## src/rtl/seg_scan_ctrl_if.sv

```systemverilog
// seg_scan_ctrl_if: control, data and display signals of the seven-segment scan controller
interface seg_scan_ctrl_if;
  logic        enable;
  logic        load;
  logic [15:0] digits_in;
  logic [3:0]  dp_in;
  logic        lz_en;
  logic [6:0]  seg_dec;
  logic [3:0]  bcd_out;
  logic [6:0]  seg_out;
  logic        dp_out;
  logic [3:0]  an_out;
  logic        pending;
  logic        frame_tick;
  modport slave (
    input  enable, load, digits_in, dp_in, lz_en, seg_dec,
    output bcd_out, seg_out, dp_out, an_out, pending, frame_tick
  );
  modport master (
    output enable, load, digits_in, dp_in, lz_en, seg_dec,
    input  bcd_out, seg_out, dp_out, an_out, pending, frame_tick
  );
endinterface

```

## src/rtl/seg_scan_ctrl.sv

```systemverilog
// seg_scan_ctrl: 4-digit multiplexed seven-segment scanner with blanking gap and frame-aligned double buffering
module seg_scan_ctrl #(
  parameter int DIV   = 1000,
  parameter int BLANK = 4
) (
  input logic           clk,
  input logic           rst,
  seg_scan_ctrl_if.slave bus
);
  typedef enum logic [1:0] {S_IDLE, S_BLANK, S_SHOW} state_t;
  state_t      r_state, w_next;
  logic [1:0]  r_idx, w_idx_nx;
  logic [15:0] r_cnt, w_cnt_nx;
  logic [15:0] r_act_dig, r_pen_dig;
  logic [3:0]  r_act_dp, r_pen_dp;
  logic        r_act_lz, r_pen_lz, r_pending;
  logic [6:0]  r_seg;
  logic        r_dp, r_tick;
  logic [3:0]  r_an;
  logic        w_fstart, w_lit, w_tick, w_blank;
  logic [3:0]  w_digit, w_hz;
  assign w_digit = r_act_dig[{r_idx, 2'b00} +: 4];
  assign w_hz = {r_act_dig[15:12] == 4'd0, r_act_dig[15:8] == 8'd0, r_act_dig[15:4] == 12'd0, 1'b0};
  assign w_blank = r_act_lz & w_hz[r_idx];
  assign bus.bcd_out = r_state == S_IDLE ? 4'd0 : w_digit;
  assign bus.seg_out = r_seg;
  assign bus.dp_out = r_dp;
  assign bus.an_out = r_an;
  assign bus.pending = r_pending;
  assign bus.frame_tick = r_tick;
  // next state, slot counter/index and the frame-start / slot-lit / wrap events
  always_comb begin
    w_next = r_state;
    w_cnt_nx = r_cnt + 16'd1;
    w_idx_nx = r_idx;
    w_fstart = 1'b0;
    w_lit = 1'b0;
    w_tick = 1'b0;
    case (r_state)
      S_IDLE: begin
        w_cnt_nx = 16'd0;
        w_next = bus.enable ? S_BLANK : S_IDLE;
        w_fstart = bus.enable;
      end
      S_BLANK: begin
        w_lit = r_cnt == 16'(BLANK - 1);
        w_next = w_lit ? S_SHOW : S_BLANK;
      end
      default: if (r_cnt == 16'(DIV - 1)) begin
        w_next = S_BLANK;
        w_cnt_nx = 16'd0;
        w_idx_nx = r_idx + 2'd1;
        w_tick = r_idx == 2'd3;
        w_fstart = w_tick;
      end
    endcase
    if (!bus.enable) begin
      w_next = S_IDLE;
      w_cnt_nx = 16'd0;
      w_idx_nx = 2'd0;
      w_fstart = 1'b0;
      w_lit = 1'b0;
      w_tick = 1'b0;
    end
  end
  // state, buffers and registered display outputs; anode, segments and dp change on the same edge
  always_ff @(posedge clk) begin
    if (rst) begin
      r_state <= S_IDLE;
      r_idx <= 2'd0;
      r_cnt <= 16'd0;
      r_act_dig <= 16'd0;
      r_act_dp <= 4'd0;
      r_act_lz <= 1'b0;
      r_pen_dig <= 16'd0;
      r_pen_dp <= 4'd0;
      r_pen_lz <= 1'b0;
      r_pending <= 1'b0;
      r_seg <= 7'd0;
      r_dp <= 1'b0;
      r_an <= 4'hf;
      r_tick <= 1'b0;
    end else begin
      r_state <= w_next;
      r_idx <= w_idx_nx;
      r_cnt <= w_cnt_nx;
      r_tick <= w_tick;
      r_an <= w_next != S_SHOW ? 4'hf : w_lit ? ~(4'b0001 << r_idx) : r_an;
      r_seg <= w_next != S_SHOW ? 7'd0 : w_lit ? (w_blank ? 7'd0 : bus.seg_dec) : r_seg;
      r_dp <= w_next != S_SHOW ? 1'b0 : w_lit ? r_act_dp[r_idx] : r_dp;
      if (w_fstart && r_pending) begin
        r_act_dig <= r_pen_dig;
        r_act_dp <= r_pen_dp;
        r_act_lz <= r_pen_lz;
      end
      if (bus.load) begin
        r_pen_dig <= bus.digits_in;
        r_pen_dp <= bus.dp_in;
        r_pen_lz <= bus.lz_en;
      end
      r_pending <= bus.load | (r_pending & ~w_fstart);
    end
  end
endmodule
```

## src/flat_wrapper.sv

```systemverilog
// flat-port wrapper written by rule: the top's interface ports become plain ports
module seg_scan_ctrl_flat 
#(
  parameter int DIV   = 1000,
  parameter int BLANK = 4
)
  (clk, rst, bus_enable, bus_load, bus_digits_in, bus_dp_in, bus_lz_en, bus_seg_dec, bus_bcd_out, bus_seg_out, bus_dp_out, bus_an_out, bus_pending, bus_frame_tick);
  seg_scan_ctrl_if bus_i ();
  input logic clk;
  input logic rst;
  input wire logic [$bits(bus_i.enable)-1:0] bus_enable;
  input wire logic [$bits(bus_i.load)-1:0] bus_load;
  input wire logic [$bits(bus_i.digits_in)-1:0] bus_digits_in;
  input wire logic [$bits(bus_i.dp_in)-1:0] bus_dp_in;
  input wire logic [$bits(bus_i.lz_en)-1:0] bus_lz_en;
  input wire logic [$bits(bus_i.seg_dec)-1:0] bus_seg_dec;
  output wire logic [$bits(bus_i.bcd_out)-1:0] bus_bcd_out;
  output wire logic [$bits(bus_i.seg_out)-1:0] bus_seg_out;
  output wire logic [$bits(bus_i.dp_out)-1:0] bus_dp_out;
  output wire logic [$bits(bus_i.an_out)-1:0] bus_an_out;
  output wire logic [$bits(bus_i.pending)-1:0] bus_pending;
  output wire logic [$bits(bus_i.frame_tick)-1:0] bus_frame_tick;
  assign bus_i.enable = bus_enable;
  assign bus_i.load = bus_load;
  assign bus_i.digits_in = bus_digits_in;
  assign bus_i.dp_in = bus_dp_in;
  assign bus_i.lz_en = bus_lz_en;
  assign bus_i.seg_dec = bus_seg_dec;
  assign bus_bcd_out = bus_i.bcd_out;
  assign bus_seg_out = bus_i.seg_out;
  assign bus_dp_out = bus_i.dp_out;
  assign bus_an_out = bus_i.an_out;
  assign bus_pending = bus_i.pending;
  assign bus_frame_tick = bus_i.frame_tick;
  seg_scan_ctrl #(.DIV(DIV), .BLANK(BLANK)) u_core (.clk(clk), .rst(rst), .bus(bus_i));
endmodule
```

## config.mk

```make
export PLATFORM = sky130hd
export DESIGN_NAME = seg_scan_ctrl_flat
export DESIGN_NICKNAME = d
export VERILOG_FILES = /design/src/rtl/seg_scan_ctrl_if.sv /design/src/rtl/seg_scan_ctrl.sv /design/src/flat_wrapper.sv
export SDC_FILE = /design/constraint.sdc
export NUM_CORES = 1
export LEC_CHECK = 0
export ABC_AREA = 1
export CAP_MARGIN = 20
export CORE_MARGIN = 2
export CORE_UTILIZATION = 50
export DETAILED_ROUTE_END_ITERATION = 10
export PLACE_DENSITY = 0.84
export SYNTH_ARGS = -nofsm -noshare
export SYNTH_HDL_FRONTEND = slang
export SYNTH_SLANG_ARGS = --single-unit
```

## constraint.sdc

```tcl
create_clock -name clk -period 4 [get_ports clk]
set_input_delay 0.6 -clock clk [delete_from_list [all_inputs] [get_ports clk]]
set_output_delay 0.6 -clock clk [all_outputs]
set_load 0.005 [all_outputs]
```

==> metrics.txt, run 1 <==
CP cell instances inv_1 > a21oi_1 > o21ai_0 > a21oi_1 > clkdlybuf4s50_1; fraction of registers with async set/reset 0%; All-Layer GR Usage 20.56%; Clock Skew 0.01107 ns; Finished Core Util 63.04%; Initial Util 51.90%; fillers 636; gpl congestion 0.8777; top cells by area, synth dfxtp_1, nor2_1, nand2_1; max-cap violation count 0; DR iter-0 viols 158; most instantiated library cell after synthesis nor2_1; H-tree levels 3; net count after synthesis 577; core area 0.006794 mm2; diode count 0; Port Buffers 49; clk root buf clkbuf_8; Longest Clk Path Bufs 2; Max IR drop VDD 0.2362 mV; Arr. time, crit path 2.41 ns; Layout Nets 619; Seq/Total Area, Yosys 43.15%; number of synthesized flops with an enable pin 0; top cell type's share of synthesized area 43.15%; routed len/inst 10.96 um; # IOs 50; register share of total power 50.3%; RSZ-0062 raised after global routing false; vias 3276; global route overflow 0; critical path's largest stage delay 0.68 ns; Routed WL 7.484 mm; Startpoint Class flip-flop; die width 87.98 um; post-CTS sizing 0; total clock sinks 76; flip-flop and latch area 0.001521 mm2; Comb pwr share 7.4%; Max FO, Critical Path 16; gr busiest metal met2; status finished clean; relative slew slack 31.09%; Synth Instances 540; clk slew on worst S/H paths 0.07 ns; critical path class flip-flop to output port; global routing usage on met3 6.126%; CP most frequent cell a21oi_1; Tightest Pin Transition 1.033 ns; slowest CP cell dfxtp_1; yosys warns 0; top post-synthesis cells by count nor2_1, nand2_1, dfxtp_1, inv_1, o21ai_0; CP endpoint kind output port; Final Max Tran Viols 0; die height 87.98 um; sw power 345.0 uW; Period Utilization, post-route 75.26%; sw frac 21.76%; final hold vios 0; delay-heaviest family, CP buffers and inverters; Syn Area/Cell 6.529 um2; worst hold path type flip-flop to flip-flop; critical path data required time 3.40 ns; Via density 4.796; Bufs and invs on worst path 2; 1st-pass router iterations 5; # Post-CTS Setup Buffers 0; Layout area overhead 21.47%; vias in the first global route 3070; clk_lat worst skew 0.35 ns; GRT met1 Usage 24.11%; FMAX 332.2 MHz; P per Cell Area 370.2 mW/mm2; antenna-violating nets left 0; LEAKAGE 1.932 nW; Yosys cell types 26; Setup-failing EPs final 0; multi-input logic area 0.001664 mm2; met2 usage 36.16%; Pint 1.240 mW; DIE AREA 0.007740 mm2; clock tree from TritonCTS yes; DRC 0; cell taking the most area after synthesis dfxtp_1; Clock power frac 42.2%; largest net degree at the start of global routing 43; Cell Rows 30; initial antenna violation count 0; #FFs+latches synth 76; hpwl dp 5.198 mm; final setup TNS 0 ns; global-route wire length before repair 12.63 mm; CTS buffer count 9; layout cells sized above 1 4.770%; dominant synthesized flop cell dfxtp_1; Mapped Area 0.003526 mm2; crit path time final 3.010 ns; Hold Buf Count CTS 0
[worst register-to-register path, stage by stage, from the launching register on]
cell and delay [ns]:
dfxtp_1 0.68, ha_1 0.24, inv_1 0.08, a211oi_2 0.31
nand3_4 0.41, nand2_1 0.18, nand2_1 0.06, nor2_1 0.12
[layer usage]
metal | share of wire, % | wire length [um] | vias to the layer above
li1 | - | - | 1720
met1 | 45 | 3355 | 1455
met2 | 48 | 3586 | 92
met3 | 6.2 | 465 | 9
met4 | 1.0 | 76 | 0
met5 | 0 | 0 | -
[power by group through the flow]
stage / logic (mW) / registers (mW) / clock network (mW)
after floorplan: 0.0717 / 0.811 / 0
after global placement: 0.114 / 0.814 / 0
after CTS: 0.118 / 0.798 / 0.682
after global routing: 0.136 / 0.800 / 0.708
after detailed placement: 0.117 / 0.815 / 0
final: 0.118 / 0.798 / 0.670
[placed cells by master, fill, tap and decap left out, drive strengths merged]
| master | count |
|---|---|
| a211oi | 1 |
| a21oi | 14 |
| and3 | 1 |
| buf | 1 |
| bufinv | 2 |
| clkbuf | 12 |
| clkdlybuf4s50 | 49 |
| clkinv | 3 |
| dfxtp | 76 |
| ha | 5 |
| inv | 64 |
| nand2 | 113 |
| nand3 | 22 |
| nand4 | 2 |
| nor2 | 169 |
| nor3 | 11 |
| nor3b | 1 |
| o211ai | 1 |
| o21ai | 32 |
| xor2 | 8 |
[through the flow]
stage	instance area (um2)	power (mW)	std cells	setup slack [ns]	hold WS [ns]
6_report	4283	1.585	683	0.9897	0.4652
2_1_floorplan	3526	0.8827	540	2.367	0.4132
5_1_grt	4283	1.645	683	0.8079	0.4903
3_3_place_gp	4048	0.9286	667	1.432	0.4252
3_5_place_dp	4048	0.9321	667	1.418	0.4593
4_1_cts	4283	1.598	683	1.013	0.4690
[state kept, by name, indices dropped and copies added, names as in the netlist]
register,count
u_core.bus.dp_out,1
u_core.r_pen_dp,4
u_core.r_cnt,16
u_core.bus.seg_out,7
u_core.r_idx,2
u_core.r_pen_lz,1
u_core.bus.an_out,4
u_core.bus.pending,1
u_core.r_act_lz,1
u_core.bus.frame_tick,1
u_core.r_act_dp,4
u_core.r_state,2
u_core.r_act_dig,16
u_core.r_pen_dig,16
[final timing paths]
kind | depth (start not counted) | to | from | slack, ns
setup reg to reg | 7 | u_core.r_act_dp[1] | u_core.r_idx[0] | 1.85
setup / recovery | 5 | bus_bcd_out[2] | u_core.r_idx[0] | 0.99
hold / removal | 1 | u_core.r_cnt[0] | u_core.r_cnt[0] | 0.47
hold reg to reg | 1 | u_core.r_cnt[0] | u_core.r_cnt[0] | 0.47
[cell families after synthesis]
kind of cell             share of synthesized area [%]
AND/OR/NAND/NOR                                  36.23
XOR/XNOR                                         1.987
adder cells (fa/ha/maj)                          1.774
flip-flops                                       43.15
AO/OA/AOI/OAI                                    7.204
buffers and inverters                            9.652
[area by class of cell]
class / instances / share of cell area, %
well taps: 96 / 2.805
flip-flops and latches: 76 / 35.52
clock inverters: 4 / 1.636
repair buffers: 50 / 11.63
multi-input cells: 380 / 38.85
clock buffers: 12 / 3.856
inverters: 65 / 5.697
Note: power is estimated with default switching activity, not from simulation.
==> inputs of run 2 (changes only) <==
clock period = 3.1 ns   (was 4 ns; I/O delays follow)
==> run 2 against run 1 <==
Net effect: cell count up 0.15%; die area unchanged; final area down 1.4%; via count down 0.27%; critical endpoint is now bus_bcd_out[1]; global-route usage up 0.59 points; register-to-register slack worse by 0.81 ns; setup slack worse by 0.74 ns; sequential share of layout area up 0.49 points; core utilization down 0.87 points.
==> metrics.txt, run 2 (synthesis results as in run 1) <==
Finished Core Util 62.17% (-0.87 points); relative slew slack 51.57% (+20 points); total clock sinks 76 (unchanged); Startpoint Class flip-flop; Clock Skew 0.007316 ns (-0.003752 ns); H-tree levels 3 (unchanged); design area 0.004224 mm2 (-1.4%); CP most frequent cell a21oi_1; All-Layer GR Usage 21.15% (+0.59 points); Layout area overhead 19.80%; final hold vios 0 (unchanged); Max FO, Critical Path 16 (unchanged); dpl ws 0.6960 ns (-0.7216 ns); FF-to-FF setup slack 1.04 ns (-0.81 ns); RSZ-0062 raised after global routing false; sw power 452.4 uW (+31%); largest net degree at the start of global routing 43 (unchanged); Largest regs u_core.r_act_dig: 16 flops, u_core.r_cnt: 16 flops, u_core.r_pen_dig: 16 flops; Setup-failing EPs final 0 (unchanged); LEAKAGE 1.904 nW (-1.5%); clock tree from TritonCTS yes; Final Max Tran Viols 0 (unchanged); clk slew on worst S/H paths 0.07 ns (about the same); FMAX 351.0 MHz; Initial Util 51.90% (unchanged); hpwl dp 5.218 mm (+0.38%); Bufs and invs on worst path 2 (unchanged); critical path's largest stage delay 0.63 ns (-0.05 ns); DR iter-0 viols 143 (-9.5%); routed len/inst 11.01 um (+0.45%); most common cell after layout, fill and taps aside nor2_1; Cell Rows 30 (unchanged); global route overflow 0 (unchanged); Max IR drop VDD 0.3815 mV (+61%); gpl congestion 0.8962 (+2.1%); 1st-pass router iterations 6 (+1); final setup TNS 0 ns (unchanged); worst hold path type flip-flop to flip-flop; antenna-violating nets left 0 (unchanged); initial antenna violation count 0 (unchanged); Routed WL 7.529 mm (+0.60%); register share of total power 55.8% (+5.5 points); most frequent cells in the layout nor2_1, nand2_1, dfxtp_1; crit path time final 2.849 ns; Pint 1.392 mW (+12%); delay-heaviest family, CP buffers and inverters; Period Utilization, post-route 91.90%; status finished clean; Placed Area 0.004055 mm2 (+0.19%); global-route wire length before repair 12.83 mm (+1.6%); diode count 0 (unchanged); die width 87.98 um (unchanged); slowest CP cell dfxtp_1; sw frac 24.53% (+2.8 points); DIE AREA 0.007740 mm2 (unchanged); max-cap violation count 0 (unchanged); P per Cell Area 436.5 mW/mm2 (+18%); Longest Clk Path Bufs 2 (unchanged); Arr. time, crit path 2.38 ns (-0.03 ns); clk_lat worst skew 0.35 ns (about the same); DRC 0 (unchanged); CP endpoint kind output port; Via density 4.776 (-0.42%); WHS 0.4564 ns (-0.008789 ns); min setup slack post-route 0.2510 ns (-0.7387 ns); layout cells sized above 1 4.762% (-0.0081 points); Port Buffers 49 (unchanged); Hold Buf Count CTS 0 (unchanged); core area 0.006794 mm2 (unchanged); Tightest Pin Transition 0.7238 ns (-0.3088 ns); die height 87.98 um (unchanged); Layout Nets 620 (+0.16%); critical path data required time 2.63 ns (-0.77 ns); clk root buf clkbuf_8; Clock power frac 35.9% (-6.3 points); # Post-CTS Setup Buffers 0 (unchanged); vias 3267 (-0.27%); vias in the first global route 3085 (+0.49%); # IOs 50 (unchanged); Comb pwr share 8.3% (+0.9 points); CP cell instances inv_1 > a21oi_1 > o21ai_0 > a21oi_1 > clkdlybuf4s50_1; post-CTS sizing 0 (unchanged); CTS buffer count 9 (unchanged); critical path class flip-flop to output port
## run 2: changes by cell type in the layout (fill, tap and decap cells not counted), sizes merged
cell      delta
bufinv       -2
clkinv       +2
clkinvlp     +1
clkbuf       -1
buf          +1
## run 2: power by group through the flow
stage,Combinational (mW),Clock [mW],Sequential (mW)
global route,0.176,0.720,1.03
detailed placement,0.151,0,1.05
global placement,0.148,0,1.05
finish,0.152,0.663,1.03
CTS,0.153,0.672,1.03
floorplan,0.0925,0,1.05
## run 2: layout make-up
cell class              count  area, um2
inverters                  65      244.0
clock inverters             5      27.53
fillers                   615       2570
repair buffers             51      505.5
flip-flops and latches     76       1521
clock buffers              11      141.4
multi-input cells         380       1664
well taps                  96      120.1
## run 2: worst paths after layout
path | from | end | depth (start not counted)
min | u_core.r_cnt[0] | u_core.r_cnt[0] | 1
min reg2reg | u_core.r_cnt[0] | u_core.r_cnt[0] | 1
max reg2reg | u_core.r_idx[0] | u_core.r_act_dp[3] | 6
max | u_core.r_idx[0] | bus_bcd_out[1] | 5
## run 2: stage by stage
step / std cells / power, mW
floorplan: 540 / 1.139
global placement: 668 / 1.200
detailed placement: 668 / 1.203
CTS: 684 / 1.855
global route: 684 / 1.929
finish: 684 / 1.844
## run 2: metal layers
layer / vias to the layer above / track usage [%] / share of wire (%)
met5: - / 0 / 0
met4: 0 / 7.972 / 1.5
met3: 12 / 7.069 / 4.8
met2: 68 / 36.29 / 48
met1: 1465 / 24.42 / 46
li1: 1722 / - / -
## run 2: worst reg2reg max path, stage by stage, from the launching register on
cell      delay (ns)
dfxtp_1         0.63
ha_1            0.23
inv_1           0.08
a211oi_2        0.29
nand3_4         0.40
nor2_1          0.26
nor2_1          0.07
==> inputs of run 3 (changes only) <==
CORE_ASPECT_RATIO = 1.75   (was not set)
CTS_CLUSTER_SIZE = 40   (was not set)
==> run 3 against run 2 <==
Net effect: via count barely moved; non-clock buffer count unchanged; setup slack improved by 0.15 ns; clock power increased by 43%; cell count is 1.9% lower; sequential share of layout area fell by 0.72 points; die area grew 0.34%; register-to-register slack gained 0.02 ns; critical path depth is the same; power rose by 16%; combinational power is essentially flat; largest power group unchanged; highest routed layer unchanged.
==> metrics.txt, run 3 (synthesis results as in run 1) <==
DIE AREA 0.007766 mm2 (+0.34%); vias 3269 (+0.061%); Layout Nets 620 (unchanged); multi-input logic area 0.001664 mm2 (unchanged); Max FO, Critical Path 16 (unchanged); Setup-failing EPs final 0 (unchanged); layout cells sized above 1 4.429% (-0.33 points); critical path data required time 2.63 ns (about the same); Cell Rows 40 (+33%); global route overflow 0 (unchanged); CTS buffer count 9 (unchanged); RSZ-0062 raised after global routing false; # Post-CTS Setup Buffers 0 (unchanged); P per Cell Area 495.9 mW/mm2 (+14%); die width 67.48 um (-23%); Routed WL 7.844 mm (+4.2%); CP most frequent cell a21oi_1; total clock sinks 76 (unchanged); Period Utilization, post-route 87.05% (-4.9 points); clk root buf clkbuf_16; clock tree from TritonCTS yes; WHS 0.4466 ns (-0.009827 ns); worst hold path type flip-flop to flip-flop; routed len/inst 11.69 um (+6.2%); LEAKAGE 1.950 nW (+2.4%); # IOs 50 (unchanged); Final Max Tran Viols 0 (unchanged); relative slew slack 51.37% (-0.20 points); 1st-pass router iterations 5 (-1); status finished clean; CP endpoint kind output port; FMAX 370.6 MHz (+5.6%); critical path class flip-flop to output port; hpwl dp 5.611 mm (+7.5%); Clock Skew 0.005741 ns (-0.001574 ns); Arr. time, crit path 2.23 ns (-0.15 ns); max-cap violation count 0 (unchanged); clk slew on worst S/H paths 0.06 ns (about the same); gpl congestion 0.8725 (-2.6%); Bufs and invs on worst path 2 (unchanged); core area 0.006857 mm2 (+0.92%); slowest CP cell dfxtp_1; die height 115.1 um (+31%); flip-flop and latch area 0.001521 mm2 (unchanged); antenna-violating nets left 0 (unchanged); Max IR drop VDD 0.4688 mV (+23%); All-Layer GR Usage 22.64% (+1.5 points); vias in the first global route 3107 (+0.71%); final hold vios 0 (unchanged); global-route wire length before repair 13.34 mm (+3.9%); Largest regs u_core.r_act_dig: 16 flops, u_core.r_cnt: 16 flops, u_core.r_pen_dig: 16 flops; clk_lat worst skew 0.34 ns (about the same); post-CTS sizing 0 (unchanged); DR iter-0 viols 247 (+73%); Via density 4.872 (+2.0%); delay-heaviest family, CP buffers and inverters; crit path time final 2.699 ns (-0.1505 ns); H-tree levels 3 (unchanged); Initial Util 51.42% (-0.47 points); final setup TNS 0 ns (unchanged); largest net degree at the start of global routing 43 (unchanged); critical path's largest stage delay 0.61 ns (-0.02 ns); DRC 0 (unchanged); fillers 611 (-0.65%); Longest Clk Path Bufs 2 (unchanged); Hold Buf Count CTS 0 (unchanged); Port Buffers 49 (unchanged); Tightest Pin Transition 0.7268 ns (+0.003038 ns); most common cell after layout, fill and taps aside nor2_1; diode count 0 (unchanged); initial antenna violation count 0 (unchanged); Startpoint Class flip-flop; Layout area overhead 22.25%; CP cell instances inv_1 > a21oi_1 > o21ai_0 > a21oi_1 > clkdlybuf4s50_1; most frequent cells in the layout nor2_1, nand2_1, dfxtp_1
-- run 3: cell count changes in the layout (fill, tap and decap cells not counted), sizes merged --
| cell | delta |
|---|---|
| clkinvlp | -1 |
| clkbuf | +2 |
| clkinv | -2 |
-- run 3: worst register-to-register path, delay by kind of cell (launching register included) --
family,cells,cell delay (ns)
AND/OR/NAND/NOR,3,0.70
AO/OA/AOI/OAI,1,0.30
flip-flops,1,0.61
buffers and inverters,1,0.08
adder cells (fa/ha/maj),1,0.23
-- run 3: final timing paths --
| kind | from | cells past startpoint | slack [ns] | to |
|---|---|---|---|---|
| max | u_core.r_idx[0] | 5 | 0.40 | bus_bcd_out[2] |
| max reg2reg | u_core.r_idx[0] | 6 | 1.06 | u_core.r_act_dig[12] |
| min | u_core.r_cnt[0] | 1 | 0.45 | u_core.r_cnt[0] |
| min reg2reg | u_core.r_cnt[0] | 1 | 0.45 | u_core.r_cnt[0] |
-- run 3: metrics by stage --
stage | power [mW] | setup WS (ns) | instance area (um2) | utilization (%) | instances
detailed placement | 1.204 | 0.8015 | 4040 | 58.92 | 656
floorplan | 1.139 | 1.602 | 3526 | - | 540
finish | 2.138 | 0.4015 | 4310 | 62.87 | 671
CTS | 2.153 | 0.4251 | 4310 | 62.87 | 671
global placement | 1.199 | 0.8021 | 4040 | 58.92 | 656
global route | 2.223 | 0.2663 | 4310 | 62.87 | 671
-- run 3: layout make-up --
cell class                 instances  area share [%]
clock buffer                      13           6.038
clock inverter                     2          0.2322
inverter                          65           5.660
multi-input combinational        380           38.61
sequential                        76           35.30
tap                               84           2.438
timing repair buffer              51           11.73
-- run 3: report_power, final --
| group | switching [mW] | total (mW) | internal (mW) |
|---|---|---|---|
| combinational | 0.0816 | 0.154 | 0.0727 |
| clock | 0.373 | 0.951 | 0.578 |
| sequential | 0.0184 | 1.03 | 1.01 |
| total | 0.473 | 2.14 | 1.66 |
-- run 3: layer usage --
| layer | GRT usage [%] | share of wire [%] | vias up |
|---|---|---|---|
| met5 | 0 | 0 | - |
| met4 | 12.11 | 2.8 | 0 |
| met3 | 4.501 | 3.4 | 13 |
| met2 | 40.39 | 54 | 77 |
| met1 | 24.11 | 40 | 1453 |
| li1 | - | - | 1726 |
